$ cat src/rtl/boundary_cell_param.sv
// ============================================================================
//  Module      : boundary_cell_param
//  Description : Boundary ghost-cell for the grid edge of the physics
//                accelerator. Holds one cell value plus a DEPTH-stage history
//                and advances it on each simulation tick according to a
//                run-time boundary mode (Dirichlet, Neumann, periodic,
//                absorbing decay).
//  Revision    : 1.0 - initial parametrised release
// ----------------------------------------------------------------------------
//  Ports
//    Clk        in   1      system clock, rising edge
//    Reset      in   1      asynchronous active-high reset
//    Tick       in   1      simulation step enable (one Clk wide)
//    Init       in   1      load INIT_VAL into every history stage
//    Mode       in   2      00 Dirichlet, 01 Neumann, 10 periodic, 11 absorbing
//    INIT_VAL   in   WIDTH  initial / fixed boundary value
//    NEXT_VAL   in   WIDTH  adjacent interior cell (Neumann source)
//    WRAP_VAL   in   WIDTH  opposite-edge cell (periodic source)
//    GC_VAL     out  WIDTH  current ghost-cell value (stage 0)
//    GC_PREV    out  WIDTH  oldest history stage (stage DEPTH-1)
//    Valid      out  1      cell has been initialised
//    StepCount  out  CNT_W  ticks applied since the last Init (wrapping)
// ============================================================================
`default_nettype none

module boundary_cell_param #(
  parameter int WIDTH       = 8,
  parameter int DEPTH       = 2,
  parameter int DECAY_SHIFT = 2,
  parameter int CNT_W       = 16
) (
  input  logic             Clk,
  input  logic             Reset,
  input  logic             Tick,
  input  logic             Init,
  input  logic [1:0]       Mode,
  input  logic [WIDTH-1:0] INIT_VAL,
  input  logic [WIDTH-1:0] NEXT_VAL,
  input  logic [WIDTH-1:0] WRAP_VAL,
  output logic [WIDTH-1:0] GC_VAL,
  output logic [WIDTH-1:0] GC_PREV,
  output logic             Valid,
  output logic [CNT_W-1:0] StepCount
);

  localparam logic [1:0] MODE_DIRICHLET = 2'b00;
  localparam logic [1:0] MODE_NEUMANN   = 2'b01;
  localparam logic [1:0] MODE_PERIODIC  = 2'b10;
  localparam logic [1:0] MODE_ABSORB    = 2'b11;

  typedef enum logic [0:0] {
    ST_UNINIT = 1'b0,
    ST_RUN    = 1'b1
  } state_t;

  state_t           state_q;
  logic [WIDTH-1:0] hist_q [DEPTH];
  logic             valid_q;
  logic [CNT_W-1:0] cnt_q;

  logic [WIDTH-1:0] shifted_d;
  logic [WIDTH-1:0] decay_d;
  logic [WIDTH-1:0] new_val_d;

  // Absorbing decay: subtract h0 >> DECAY_SHIFT, but never less than 1 while
  // h0 is non-zero, so the value is guaranteed to reach 0 and then stick.
  // decay_d <= h0 always holds, so the subtraction cannot underflow.
  always_comb begin
    shifted_d = hist_q[0] >> DECAY_SHIFT;
    decay_d   = shifted_d;
    if ((shifted_d == '0) && (hist_q[0] != '0)) begin
      decay_d = {{(WIDTH-1){1'b0}}, 1'b1};
    end

    new_val_d = hist_q[0];
    case (Mode)
      MODE_DIRICHLET: new_val_d = INIT_VAL;
      MODE_NEUMANN:   new_val_d = NEXT_VAL;
      MODE_PERIODIC:  new_val_d = WRAP_VAL;
      MODE_ABSORB:    new_val_d = hist_q[0] - decay_d;
      default:        new_val_d = hist_q[0];
    endcase
  end

  // Single state machine: Reset > Init > Tick. A Tick coinciding with Init is
  // dropped, and Ticks before the first Init are ignored.
  always_ff @(posedge Clk or posedge Reset) begin
    if (Reset) begin
      state_q <= ST_UNINIT;
      valid_q <= 1'b0;
      cnt_q   <= '0;
      for (int k = 0; k < DEPTH; k++) begin
        hist_q[k] <= '0;
      end
    end else if (Init) begin
      state_q <= ST_RUN;
      valid_q <= 1'b1;
      cnt_q   <= '0;
      for (int k = 0; k < DEPTH; k++) begin
        hist_q[k] <= INIT_VAL;
      end
    end else if (Tick && (state_q == ST_RUN)) begin
      cnt_q     <= cnt_q + 1'b1;
      hist_q[0] <= new_val_d;
      for (int k = 1; k < DEPTH; k++) begin
        hist_q[k] <= hist_q[k-1];
      end
    end
  end

  assign GC_VAL    = hist_q[0];
  assign GC_PREV   = hist_q[DEPTH-1];
  assign Valid     = valid_q;
  assign StepCount = cnt_q;

endmodule

`default_nettype wire

$ cat config.mk
export PLATFORM = sky130hd
export DESIGN_NAME = boundary_cell_param
export DESIGN_NICKNAME = d
export VERILOG_FILES = /design/src/rtl/boundary_cell_param.sv
export SDC_FILE = /design/constraint.sdc
export NUM_CORES = 1
export LEC_CHECK = 0
export BUFFER_PORTS_ARGS = -buffer_cell sky130_fd_sc_hd__buf_2
export CORE_AREA = 2 2 67 69
export CTS_CLUSTER_DIAMETER = 40
export CTS_CLUSTER_SIZE = 40
export DETAILED_ROUTE_END_ITERATION = 10
export DIE_AREA = 0 0 69 71
export PLACE_DENSITY_LB_ADDON = 0.1
export SLEW_MARGIN = 20
export SYNTH_ARGS = -nofsm -noshare
export SYNTH_HDL_FRONTEND = slang
export SYNTH_SLANG_ARGS = --single-unit
$ cat constraint.sdc
create_clock -name Clk -period 3.65 [get_ports Clk]
set_input_delay 0 -clock Clk [delete_from_list [all_inputs] [get_ports Clk]]
set_output_delay 0 -clock Clk [all_outputs]
set_load 0.02 [all_outputs]
# Word level (Yosys, flattened, before mapping)
# Index checks and enable logic that the tools add are counted.
op_classes:
  add_sub_neg: 2
  eq_ne: 3
  mux: 6
  n_reduce_logical: 6
op_table:
  columns: ["operator", "count"]
  rows:
  - ["$mux 16", 4]
  - ["$pmux 8 s4", 1]
  - ["$add 16x1->16 const B", 1]
  - ["$logic_not 8->1", 1]
  - ["$reduce_bool 8->1", 1]
  - ["$sub 8x6->8", 1]
  - ["$mux 6", 1]
  - ["$eq 2x2->1 const B", 2]
  - ["$eq 2x1->1 const B", 1]
  - ["$logic_and 1x1->1", 2]
  - ["$logic_not 2->1", 1]
  - ["$reduce_bool 2->1", 1]
word_totals:
  register_bits: 33
  inputBits: 30
  output_inout_bits: 33
  elab_cells: 21

# Longest topological paths before layout
# Gate-level depths: netlist (run 1).
depth:
  word_depth: 7
  ltp_mapped: 11
  depth_no_buf: 11

# Worst setup path before layout (run 1)
# No wires, ideal clock.
synth_timing:
  path_type: "register -> register"
  startpoint: "register hist_q, in the netlist GC_VAL[1]"
  endpoint: "register hist_q, in the netlist GC_VAL[4]"
  setup_time_ns: 0.127
  t_arrival_ns: 2.192
  required_ns: 3.523
  path_slack_ns: 1.331
  path_stages_with_launch: 12
  path_buffers: 0
  synth_period_minus_slack_ns: 2.319
  path_cell_list: "dfrtp_1 > nor2_1 > nor3_1 > a41o_1 > ha_1 > inv_1 > fa_1 > a21o_1 > a21oi_1 > xnor2_1 > a221oi_1 > nor2_1"
synth_via:
  elab_chain_len: 7
synth_rtl:
  columns: ["element", "line", "rtl"]
  rows:
  - ["from (decl)", "57", "logic [WIDTH-1:0] hist_q [DEPTH];"]
  - ["from (signal, indexed assignment)", "106", "hist_q[k] <= hist_q[k-1];"]
  - ["$reduce_bool 8->1", "71", "if ((shifted_d == '0) && (hist_q[0] != '0)) begin"]
  - ["$logic_and 1x1->1", "71", null]
  - ["$mux 6", "71", null]
  - ["$sub 8x6->8 (*)", "80", "MODE_ABSORB: new_val_d = hist_q[0] - decay_d;"]
  - ["$pmux 8 s4 (*)", "76", "case (Mode)"]
  - ["$mux 16 (*)", "102", "end else if (Tick && (state_q == ST_RUN)) begin"]
  - ["$mux 16 (*)", "95", "end else if (Init) begin"]
# Every way passes the cells marked *; elsewhere a longest branch is shown, timed or not. The select of a mux whose other input is x is not followed.
# A chain may end at the register's enable or synchronous reset.

# Worst setup path after layout (run 1)
# Same ends and word-level chain as after synthesis.

==> flow_summary_export.csv, run 1 <==
group,metric,value,unit
die,num_rows,24,
critical_path,crit_start,"GC_VAL[1]$_DFFE_PP0P_",
finish,area.growth.synth_to_final,24.9,%
yosys,synthesis.area,2030,um^2
drt,wl_per_cell,14.3,um
power,vdd_drop_max,0.203,mV
critical_path,required,3.81,ns
drt,viasPerCell,5.38,
sta,fin_worst_skew,0.00477,ns
sta,hold_ws,0.0324,ns
yosys,synth_fp_nets,268,
cts,htreeDepth,2,
cts,insertion_delay,0.28,ns
die,fp.coreArea,4200,um^2
yosys,synth_area_leaders,"dfrtp_1 (41%), nor2_1 (5.9%), nand2_1 (5.4%), xor2_1 (5.2%), ha_1 (4.9%)",
finish,drive_above_1_share,25.2,%
critical_path,end_kind,"flop",
yosys,synth_flop_cell,"dfrtp_1",
cts,cts_resized,0,
yosys,synth-edff-count,0,
cts,numCtsBuffers,5,
cts,root_buffer,"clkbuf_8",
sta,rsz0062_at_grt,"no",
cts,clock-sinks,33,
drt,drt_first_pass_iters,4,
yosys,synth_top_area_share,40.6,%
run_status,status,"complete, no violations",
cts,clock_path_buffers,2,
yosys,synth_most_common_cell,"dfrtp_1",
power,finalPower,960,uW
yosys,seq_area_frac_synth,40.6,%
die,io_pins,63,
placed_design,gp_congestion,0.879,
power,p_per_area,378,nW/um^2
sta,slew_headroom,46.4,%
yosys,yosys.area.top_type,"dfrtp_1",
power,p_int,648,uW
drt,drtIter0Drc,97,
sta,min_period_over_period,64.9,%
critical_path,cp-start-kind,"flop",
sta,tightestPinTransition,0.805,ns
finish,final_util,60.4,%
global_route,grt_pass1_wl,8290,um
critical_path,r2r-start,"GC_VAL[1]$_DFFE_PP0P_",
yosys,synth_seq_cells,33,
yosys,async_flop_share,100,%
drt,antenna_left,0,
yosys,yosysWarnings,0,
die,die_w,69,um
placed_design,dpl.hpwl,3670,um
drt,wl_met3,265,um
critical_path,crit_fanout,6,
global_route,grt-ovfl-total,0,
finish,nets,337,
global_route,grt_pass1_vias,1798,
sta,timing.final.hold_violations,0,
placed_design,io_buffers,62,
global_route,antenna_found_initial,0,
drt,vias,1884,
yosys,synth_commonest_cells,"dfrtp_1 (33), nor2_1 (32), nand2_1 (29)",
power,power_leakage,1.27,nW
placed_design,dp.cells,335,
finish,finalNonFillerCells,350,
drt,dr.max_layer_used,"met4",
global_route,grt_max_degree,41,
power,p_sw,312,uW
sta,finalWorstSetupSlack,1.28,ns
hold_path,hp-start,"NEXT_VAL[3]",
critical_path,r2r_setup_slack,1.28,ns
cts,cts_tree,"yes",
die,fp.dieH,71,um
placed_design,dpl_worst_slack,1.30,ns
global_route,grtUsageTotal,21.0,%
die,die_area,4900,um^2
power,p_sw_share,32.5,%
critical_path,critPathArrivalTime,2.53,ns
finish,antenna_cells,0,
sta,finalSetupTns,0,ns
finish,final_area,2540,um^2
sta,maxSlewViolCount,0,
sta,min_period,2.37,ns
critical_path,crit_type,"reg -> reg",
yosys,synth_area_per_cell,8.87,um^2
power,p_seq_share,43.3,%
die,start_util,48.3,%
power,combPwrFrac,27.9,%
placed_design,placed_cell_area,2370,um^2
power,pwr-share-clk,28.8,%
drt,drc,0,
sta,max_freq,0.422,GHz
run,maxCapViolCount,0,
cts,clkTransAtPathRegs,0.07,ns
drt,met1_length,2250,um
hold_path,hp-class,"in -> reg",
sta,finalSetupViolations,0,
drt,route.met2.wl,2450,um
yosys,synthCells,229,
yosys,synth_cell_types,46,
drt,postRouteWirelength,5020,um
[registers in the layout (all words and copies together), names as in the netlist]
| signal | cells |
|---|---|
| GC_PREV | 8 |
| GC_VAL | 8 |
| StepCount | 16 |
| Valid | 1 |
[timing repair]
item,in CTS,in global routing
setup buffers,0,0
hold endpoints to repair,42,0
hold buffers,8,0
[power by group through the flow]
stage               sequential [mW]  clock [mW]  combinational [mW]
finish                        0.416       0.277               0.267
global route                  0.420       0.300               0.298
CTS                           0.416       0.285               0.268
detailed placement            0.422           0               0.260
global placement              0.421           0               0.261
floorplan                     0.446           0               0.155
[path summary, 6_finish.rpt]
kind | endpoint | depth (start not counted)
setup / recovery | GC_VAL[4]$_DFFE_PP0P_ | 11
hold / removal | GC_VAL[3]$_DFFE_PP0P_ | 3
setup reg to reg | GC_VAL[4]$_DFFE_PP0P_ | 11
hold reg to reg | StepCount[15]$_DFFE_PP0P_ | 2
max in group asynchronous | GC_VAL[1]$_DFFE_PP0P_ | 4
min in group asynchronous | GC_PREV[2]$_DFFE_PP0P_ | 4
[area by class of cell]
class                           instances  area, um^2
Fill cell                             406        1670
Multi-Input combinational cell        175        1120
Sequential cell                        33         826
Timing Repair Buffer                   71         398
Clock buffer                            7        86.3
Tap cell                               52        65.1
Inverter                               12        45.0
[cells in the final DEF, fill, tap and decap left out, drive strengths merged, types with 6 or more instances in the layout]
cell,instances
ha,8
xnor2,6
mux2i,9
dfrtp,33
clkbuf,7
o21ai,15
inv,12
xor2,12
nor2,32
dlygate4sd3,8
buf,63
a21oi,8
a31oi,7
nand2,29
[worst max-delay path: stages, from the launching register on]
cell      delay (ns)
dfrtp_1         0.46
nor2_1          0.06
nor3_1          0.12
a41o_1          0.21
ha_1            0.14
inv_1           0.05
fa_1            0.40
a21o_1          0.19
a21oi_1         0.17
xnor2_1         0.08
a221oi_1        0.28
nor2_1          0.08
[metal layers]
metal / global-route usage (%) / vias to the layer above
li1: - / 937
met3: 4.42 / 4
met4: 5.88 / 0
met5: 0 / -
met1: 27.8 / 881
met2: 35.3 / 62
[cells by family after synthesis]
group / after synthesis / share of synthesized area (%)
and+or+nand+nor: 89 / 21.1
AOI/OAI and AO/OA: 50 / 15.9
DFF: 33 / 40.6
buffers and inverters: 21 / 4.31
xor gates and xnor gates: 18 / 7.76
muxes: 9 / 4.43
adders and majority gates: 9 / 5.91
(Power assumes the default switching activity.)
==> inputs of run 2 (changes only) <==
--- a/config.mk
+++ b/config.mk
@@ -5,12 +5,13 @@
 export SDC_FILE = /design/constraint.sdc
 export NUM_CORES = 1
 export LEC_CHECK = 0
+export ABC_AREA = 1
 export BUFFER_PORTS_ARGS = -buffer_cell sky130_fd_sc_hd__buf_2
-export CORE_AREA = 2 2 67 69
+export CORE_AREA = 2 2 73 75
 export CTS_CLUSTER_DIAMETER = 40
 export CTS_CLUSTER_SIZE = 40
 export DETAILED_ROUTE_END_ITERATION = 10
-export DIE_AREA = 0 0 69 71
+export DIE_AREA = 0 0 75 77
 export PLACE_DENSITY_LB_ADDON = 0.1
 export SLEW_MARGIN = 20
 export SYNTH_ARGS = -nofsm -noshare
==> constraint.sdc (replaced) <==
create_clock -name Clk -period 1.9 [get_ports Clk]
set_input_delay 0 -clock Clk [delete_from_list [all_inputs] [get_ports Clk]]
set_output_delay 0 -clock Clk [all_outputs]
set_load 0.02 [all_outputs]
==> run 2 against run 1 <==
  * The flow now finishes with violations (negative setup slack)
  * Final cell count up 33%
  * Total power up 120%
  * Sequential power up 90%
  * Largest cell class unchanged
  * Largest power group is now combinational cells
==> flow_summary_export.csv, run 2 <==
group,metric,value,unit
run_status,status,"complete, but fails checks",
run_status,violations,"negative setup slack",
cts,clkTransAtPathRegs,0.07,ns
sta,tightestPinTransition,0.420,ns
yosys,synth_most_common_cell,"nand2_1",
sta,finalSetupTns,-0.776,ns
cts,numCtsBuffers,5,
finish,area.growth.synth_to_final,34.1,%
yosys,seq_area_frac_synth,36.8,%
global_route,grt_pass1_vias,2278,
global_route,antenna_found_initial,0,
sta,hold_ws,0.00690,ns
finish,finalNonFillerCells,467,
finish,register_area,827,um^2
yosys,synth_commonest_cells,"nand2_1 (77), dfrtp_1 (33), inv_1 (33)",
finish,mostFrequentLayoutCell,"nand2_1",
critical_path,crit_type,"reg -> reg",
critical_path,crit_start,"GC_VAL[3]$_DFFE_PP0P_",
yosys,synth_area_leaders,"dfrtp_1 (37%), nand2_1 (13%), inv_1 (5.5%), nor2_1 (5.2%), ha_1 (4.5%)",
placed_design,dpl_worst_slack,-0.203,ns
global_route,grtUsageTotal,23.0,%
sta,min_period_over_period,110,%
sta,rsz0062_at_grt,"yes",
critical_path,r2r-end,"GC_VAL[4]$_DFFE_PP0P_",
yosys,synth_cell_types,35,
critical_path,worstPathCellList,"inv_2 > o211ai_1 > o41ai_2 > ha_2 > inv_2 > fa_2 > nand2_1 > nand3_2 > nand2_1 > nand2_1 > o21ai_1 > nand2_1 > nand2_1",
drt,vias,2402,
placed_design,dpl.hpwl,4580,um
die,num_rows,26,
critical_path,end_kind,"flop",
finish,antenna_cells,0,
drt,drt_first_pass_iters,4,
critical_path,path_common_cell,"nand2_1",
sta,max_freq,0.477,GHz
yosys,yosys.area.top_type,"dfrtp_1",
yosys,synth-edff-count,0,
placed_design,io_buffers,62,
sta,min_period,2.10,ns
sta,slew_headroom,72.0,%
critical_path,cp-start-kind,"flop",
critical_path,reg2reg_depth,13,
yosys,synth_fp_nets,346,
sta,timing.final.hold_violations,0,
critical_path,crit_buf_inv,2,
cts,cts_tree,"yes",
cts,root_buffer,"clkbuf_8",
finish,fillers,488,
yosys,yosysWarnings,0,
hold_path,hp-class,"in -> reg",
die,start_util,45.1,%
finish,final_util,60.5,%
cts,htreeDepth,2,
drt,wl_per_cell,13.4,um
sta,maxSlewViolCount,0,
drt,viasPerCell,5.14,
critical_path,cp_top_family,"adder cells",
drt,drc,0,
finish,largest_register_ffs,16,
yosys,synth_seq_cells,33,
die,die_w,75,um
critical_path,r2r-start,"GC_VAL[3]$_DFFE_PP0P_",
power,vdd_drop_max,0.366,mV
finish,multi_input_area,1310,um^2
critical_path,crit_fanout,3,
critical_path,cp_slowest_cell,"dfrtp_2",
yosys,async_flop_share,100,%
power,power_leakage,1.54,nW
placed_design,dp.cells,450,
cts,insertion_delay,0.28,ns
die,fp.dieH,77,um
yosys,synthesis.area,2240,um^2
finish,final_cell_mix,"nand2_1 (72), buf_2 (62), dfrtp_1 (32), nor2_1 (30), inv_1 (29)",
sta,finalSetupViolations,6,
yosys,synthCells,307,
run,maxCapViolCount,0,
critical_path,required,2.13,ns
placed_design,gp_congestion,0.850,
power,p_per_area,709,nW/um^2
global_route,grt_max_degree,34,
critical_path,max_stage_delay,0.41,ns
die,die_area,5780,um^2
critical_path,r2r_setup_slack,-0.20,ns
finish,nets,436,
sta,finalWorstSetupSlack,-0.197,ns
global_route,grt-ovfl-total,0,
die,io_pins,63,
critical_path,cp.depth,13,
cts,clock_path_buffers,2,
yosys,synth_flop_cell,"dfrtp_1",
global_route,grt_pass1_wl,10400,um
drt,postRouteWirelength,6240,um
sta,fin_worst_skew,0.00707,ns
drt,antenna_left,0,
die,fp.coreArea,4980,um^2
drt,drtIter0Drc,106,
critical_path,critPathArrivalTime,2.32,ns
finish,drive_above_1_share,33.0,%
critical_path,endpoint,"GC_VAL[4]$_DFFE_PP0P_",
cts,clock-sinks,33,
yosys,synth_top_area_share,36.8,%
yosys,synth_area_per_cell,7.31,um^2
[run 2: cell count changes after synthesis, sizes merged, moves of 4 or more]
cell    delta
mux2i      -9
a21oi     +13
nor2       +4
xor2      -12
nand2     +50
xnor2      -5
nand3     +17
o211ai     +5
o22ai      -4
inv       +29
nand4      +9
[run 2: stage by stage]
stage          cell area [um^2]  power [mW]
6_report                   3010        2.13
5_1_grt                    3010        2.28
4_1_cts                    2980        2.12
3_5_place_dp               2750        1.51
3_3_place_gp               2750        1.50
2_1_floorplan              2260        1.25
[run 2: timing repair]
item                                    CTS  global route
hold buffers                              8             0
endpoints found under the hold margin    40             0
buffers inserted                          2             1
endpoints found under the setup margin    7             7
gates resized for setup                  16             7
pin swaps                                 8             6
[run 2: logic make-up after synthesis]
group	after synthesis	share of synthesized area, %
compound gates	59	16.1
fa+ha+maj	9	5.35
buf+inv	47	8.36
flops	33	36.8
simple gates	158	33.1
xor+xnor	1	0.390
[run 2: worst min path at each step]
| stage | slack (ns) | start | to | cells past startpoint |
|---|---|---|---|---|
| after global routing | 0.01 | INIT_VAL[3] | GC_PREV[3]$_DFFE_PP0P_ | 3 |
| final | 0.007 | INIT_VAL[3] | GC_PREV[3]$_DFFE_PP0P_ | 3 |
| after CTS | 0.001 | INIT_VAL[3] | GC_PREV[3]$_DFFE_PP0P_ | 3 |
| after detailed placement | 0.13 | Reset | StepCount[2]$_DFFE_PP0P_ | 3 |
| after global placement | 0.11 | Reset | StepCount[1]$_DFFE_PP0P_ | 3 |
| after floorplan | 0.13 | Reset | GC_PREV[0]$_DFFE_PP0P_ | 1 |
[run 2: area by class of cell]
class	count	area share, %
inverter	41	5.20
tap	70	2.91
sequential	33	27.5
timing repair buffer	89	18.0
multi-input combinational	227	43.6
clock buffer	7	2.87
[run 2: power by group]
group          switching (mW)  internal [mW]
clock                   0.251          0.287
combinational           0.471          0.334
sequential             0.0367          0.754
total                   0.759           1.38
[run 2: tightest hold or removal path: stages]
cell     delay [ns]
buf_2          0.11
nand2_1        0.06
a31oi_1        0.08
[run 2: metal layers]
layer	share of wire [%]	GRT usage [%]	wire (um)
met1	44	28.4	2780
met2	51	39.8	3190
met3	3.2	3.29	201
met4	1.2	7.68	75
met5	0	0	0
==> inputs of run 3 (changes only) <==
--- a/config.mk
+++ b/config.mk
@@ -5,13 +5,12 @@
 export SDC_FILE = /design/constraint.sdc
 export NUM_CORES = 1
 export LEC_CHECK = 0
-export ABC_AREA = 1
 export BUFFER_PORTS_ARGS = -buffer_cell sky130_fd_sc_hd__buf_2
-export CORE_AREA = 2 2 73 75
+export CORE_AREA = 2 2 70 72
 export CTS_CLUSTER_DIAMETER = 40
 export CTS_CLUSTER_SIZE = 40
 export DETAILED_ROUTE_END_ITERATION = 10
-export DIE_AREA = 0 0 75 77
+export DIE_AREA = 0 0 72 74
 export PLACE_DENSITY_LB_ADDON = 0.1
 export SLEW_MARGIN = 20
 export SYNTH_ARGS = -nofsm -noshare
==> run 3 against run 2 <==
  * The flow still finishes with violations (negative setup slack)
  * Final cell count is 19% lower
  * Flip-flop and latch count stayed put
  * Count of clock-buffer cells in the layout is 1 lower
  * Clock power is 5.4% lower
  * Critical endpoint is now GC_VAL[6]$_DFFE_PP0P_
  * Wire length is 10% lower
  * Via count is 17% lower
  * First-iteration DRC count is 27% lower
  * Total power is 6.6% lower
  * Highest routed layer unchanged
  * Largest cell class unchanged
==> flow_summary_export.csv, run 3 (synthesis results as in run 1) <==
group,metric,value,unit
sta,timing.final.hold_violations,0,
drt,vias,1998,
finish,fillers,418,
placed_design,io_buffers,62,
power,p_sw,666,uW
sta,tightestPinTransition,0.438,ns
sta,maxSlewViolCount,0,
critical_path,cp_slowest_cell,"dfrtp_2",
global_route,grtUsageMet2,38.6,%
global_route,met1_usage,27.8,%
hold_path,hp-class,"in -> reg",
finish,multi_input_area,1180,um^2
critical_path,cp_top_family,"simple AND/OR/NAND/NOR gates",
finish,antenna_cells,0,
die,fp.dieH,74,um
power,pwr-share-clk,25.5,%
global_route,grt_pass1_wl,9030,um
die,start_util,44.2,%
sta,slew_headroom,70.8,%
global_route,grtUsageTotal,22.0,%
cts,clock-sinks,33,
die,die_area,5330,um^2
global_route,grt-ovfl-total,0,
finish,nets,361,
finish,final_area,2790,um^2
critical_path,required,2.06,ns
power,power_leakage,1.38,nW
sta,min_period,2.13,ns
global_route,grt_max_degree,34,
critical_path,crit_type,"reg -> reg",
drt,postRouteWirelength,5590,um
placed_design,dp.cells,359,
power,p_sw_share,33.4,%
sta,min_period_over_period,112,%
placed_design,placed_cell_area,2560,um^2
global_route,grt_pass1_vias,1922,
critical_path,worstPathCellList,"nor3_2 > a41o_1 > ha_1 > inv_1 > fa_2 > a21o_1 > nand2_2 > a2111oi_1 > or3_1",
die,num_rows,25,
power,combPwrFrac,35.2,%
placed_design,dpl.hpwl,4000,um
sta,finalSetupViolations,7,
placed_design,gp_congestion,0.883,
drt,wl_per_cell,14.8,um
finish,finalNonFillerCells,377,
cts,root_buffer,"clkbuf_8",
critical_path,crit_buf_inv,1,
global_route,top_usage_layer,"met2",
die,die_w,72,um
sta,fin_worst_skew,0.00468,ns
power,vdd_drop_max,0.296,mV
power,p_int,1.33,mW
global_route,use_met3,3.93,%
sta,rsz0062_at_grt,"yes",
critical_path,critPathArrivalTime,2.28,ns
critical_path,crit_fanout,2,
cts,clock_path_buffers,2,
finish,register_area,832,um^2
finish,mostFrequentLayoutCell,"buf_2",
cts,numCtsBuffers,5,
critical_path,end_kind,"flop",
run_status,status,"complete, but fails checks",
finish,drive_above_1_share,36.2,%
cts,insertion_delay,0.28,ns
cts,cts_tree,"yes",
drt,antenna_left,0,
power,p_seq_share,39.2,%
drt,drtIter0Drc,77,
critical_path,cp-start-kind,"flop",
power,p_per_area,715,nW/um^2
die,io_pins,63,
placed_design,dpl_worst_slack,-0.245,ns
finish,largest_register_ffs,16,
sta,finalWorstSetupSlack,-0.229,ns
drt,viasPerCell,5.30,
finish,final_cell_mix,"buf_2 (62), nor2_1 (31), dfrtp_1 (28), nand2_1 (28), buf_4 (24)",
finish,area.growth.synth_to_final,37.2,%
drt,drt_first_pass_iters,4,
run,maxCapViolCount,0,
sta,max_freq,0.470,GHz
drt,drc,0,
die,fp.coreArea,4600,um^2
critical_path,max_stage_delay,0.41,ns
cts,clkTransAtPathRegs,0.07,ns
power,finalPower,1.99,mW
cts,htreeDepth,2,
run_status,violations,"negative setup slack",
global_route,antenna_found_initial,0,
-- run 3: area by class of cell --
| class | count | share of cell area [%] |
|---|---|---|
| clock buffer | 6 | 2.60 |
| clock inverter | 2 | 0.359 |
| inverter | 12 | 1.62 |
| multi-input combinational | 175 | 42.3 |
| sequential | 33 | 29.8 |
| tap | 54 | 2.42 |
| timing repair buffer | 95 | 20.9 |
-- run 3: power groups by stage --
| stage | Combinational, mW | Clock (mW) | Sequential, mW |
|---|---|---|---|
| 6_report | 0.702 | 0.509 | 0.782 |
| 3_5_place_dp | 0.637 | 0 | 0.792 |
| 4_1_cts | 0.668 | 0.524 | 0.779 |
| 5_1_grt | 0.774 | 0.554 | 0.787 |
| 3_3_place_gp | 0.638 | 0 | 0.792 |
| 2_1_floorplan | 0.305 | 0 | 0.863 |
-- run 3: per-layer routing --
layer  vias to the layer above  share of wire [%]
met3                         6                4.1
li1                        980                  -
met4                         0                1.1
met5                         -                  0
met1                       959                 44
met2                        53                 51
-- run 3: timing repair --
action,in CTS,in global routing
hold buffers,8,0
setup buffers,1,1
cloned,0,0
pin swaps,9,7
gates resized for setup,4,10
endpoints found under the setup margin,6,8
endpoints found under the hold margin,42,0
-- run 3: path summary, 6_finish.rpt --
check | start | end | slack (ns) | depth (start not counted)
setup / recovery | GC_VAL[3]$_DFFE_PP0P_ | GC_VAL[6]$_DFFE_PP0P_ | -0.23 | 9
hold / removal | NEXT_VAL[5] | GC_VAL[5]$_DFFE_PP0P_ | 0.04 | 3
setup reg to reg | GC_VAL[3]$_DFFE_PP0P_ | GC_VAL[6]$_DFFE_PP0P_ | -0.23 | 9
hold reg to reg | StepCount[15]$_DFFE_PP0P_ | StepCount[15]$_DFFE_PP0P_ | 0.54 | 2
max in group asynchronous | Reset | GC_VAL[3]$_DFFE_PP0P_ | 1.19 | 4
min in group asynchronous | Reset | StepCount[13]$_DFFE_PP0P_ | 0.36 | 4
-- run 3: stage by stage --
step / hold slack, ns / setup TNS [ns] / utilization [%]
after floorplan: 0.121 / -0.695 / -
after global placement: 0.116 / -0.810 / 55.7
after detailed placement: 0.129 / -0.923 / 55.7
after CTS: 0.0409 / -1.04 / 59.6
after global routing: 0.0573 / -1.73 / 60.6
final: 0.0439 / -0.830 / 60.6
-- run 3: tightest hold or removal path, cell delays in order --
cell and delay (ns):
buf_2 0.07, o21ai_0 0.06, a31oi_1 0.15
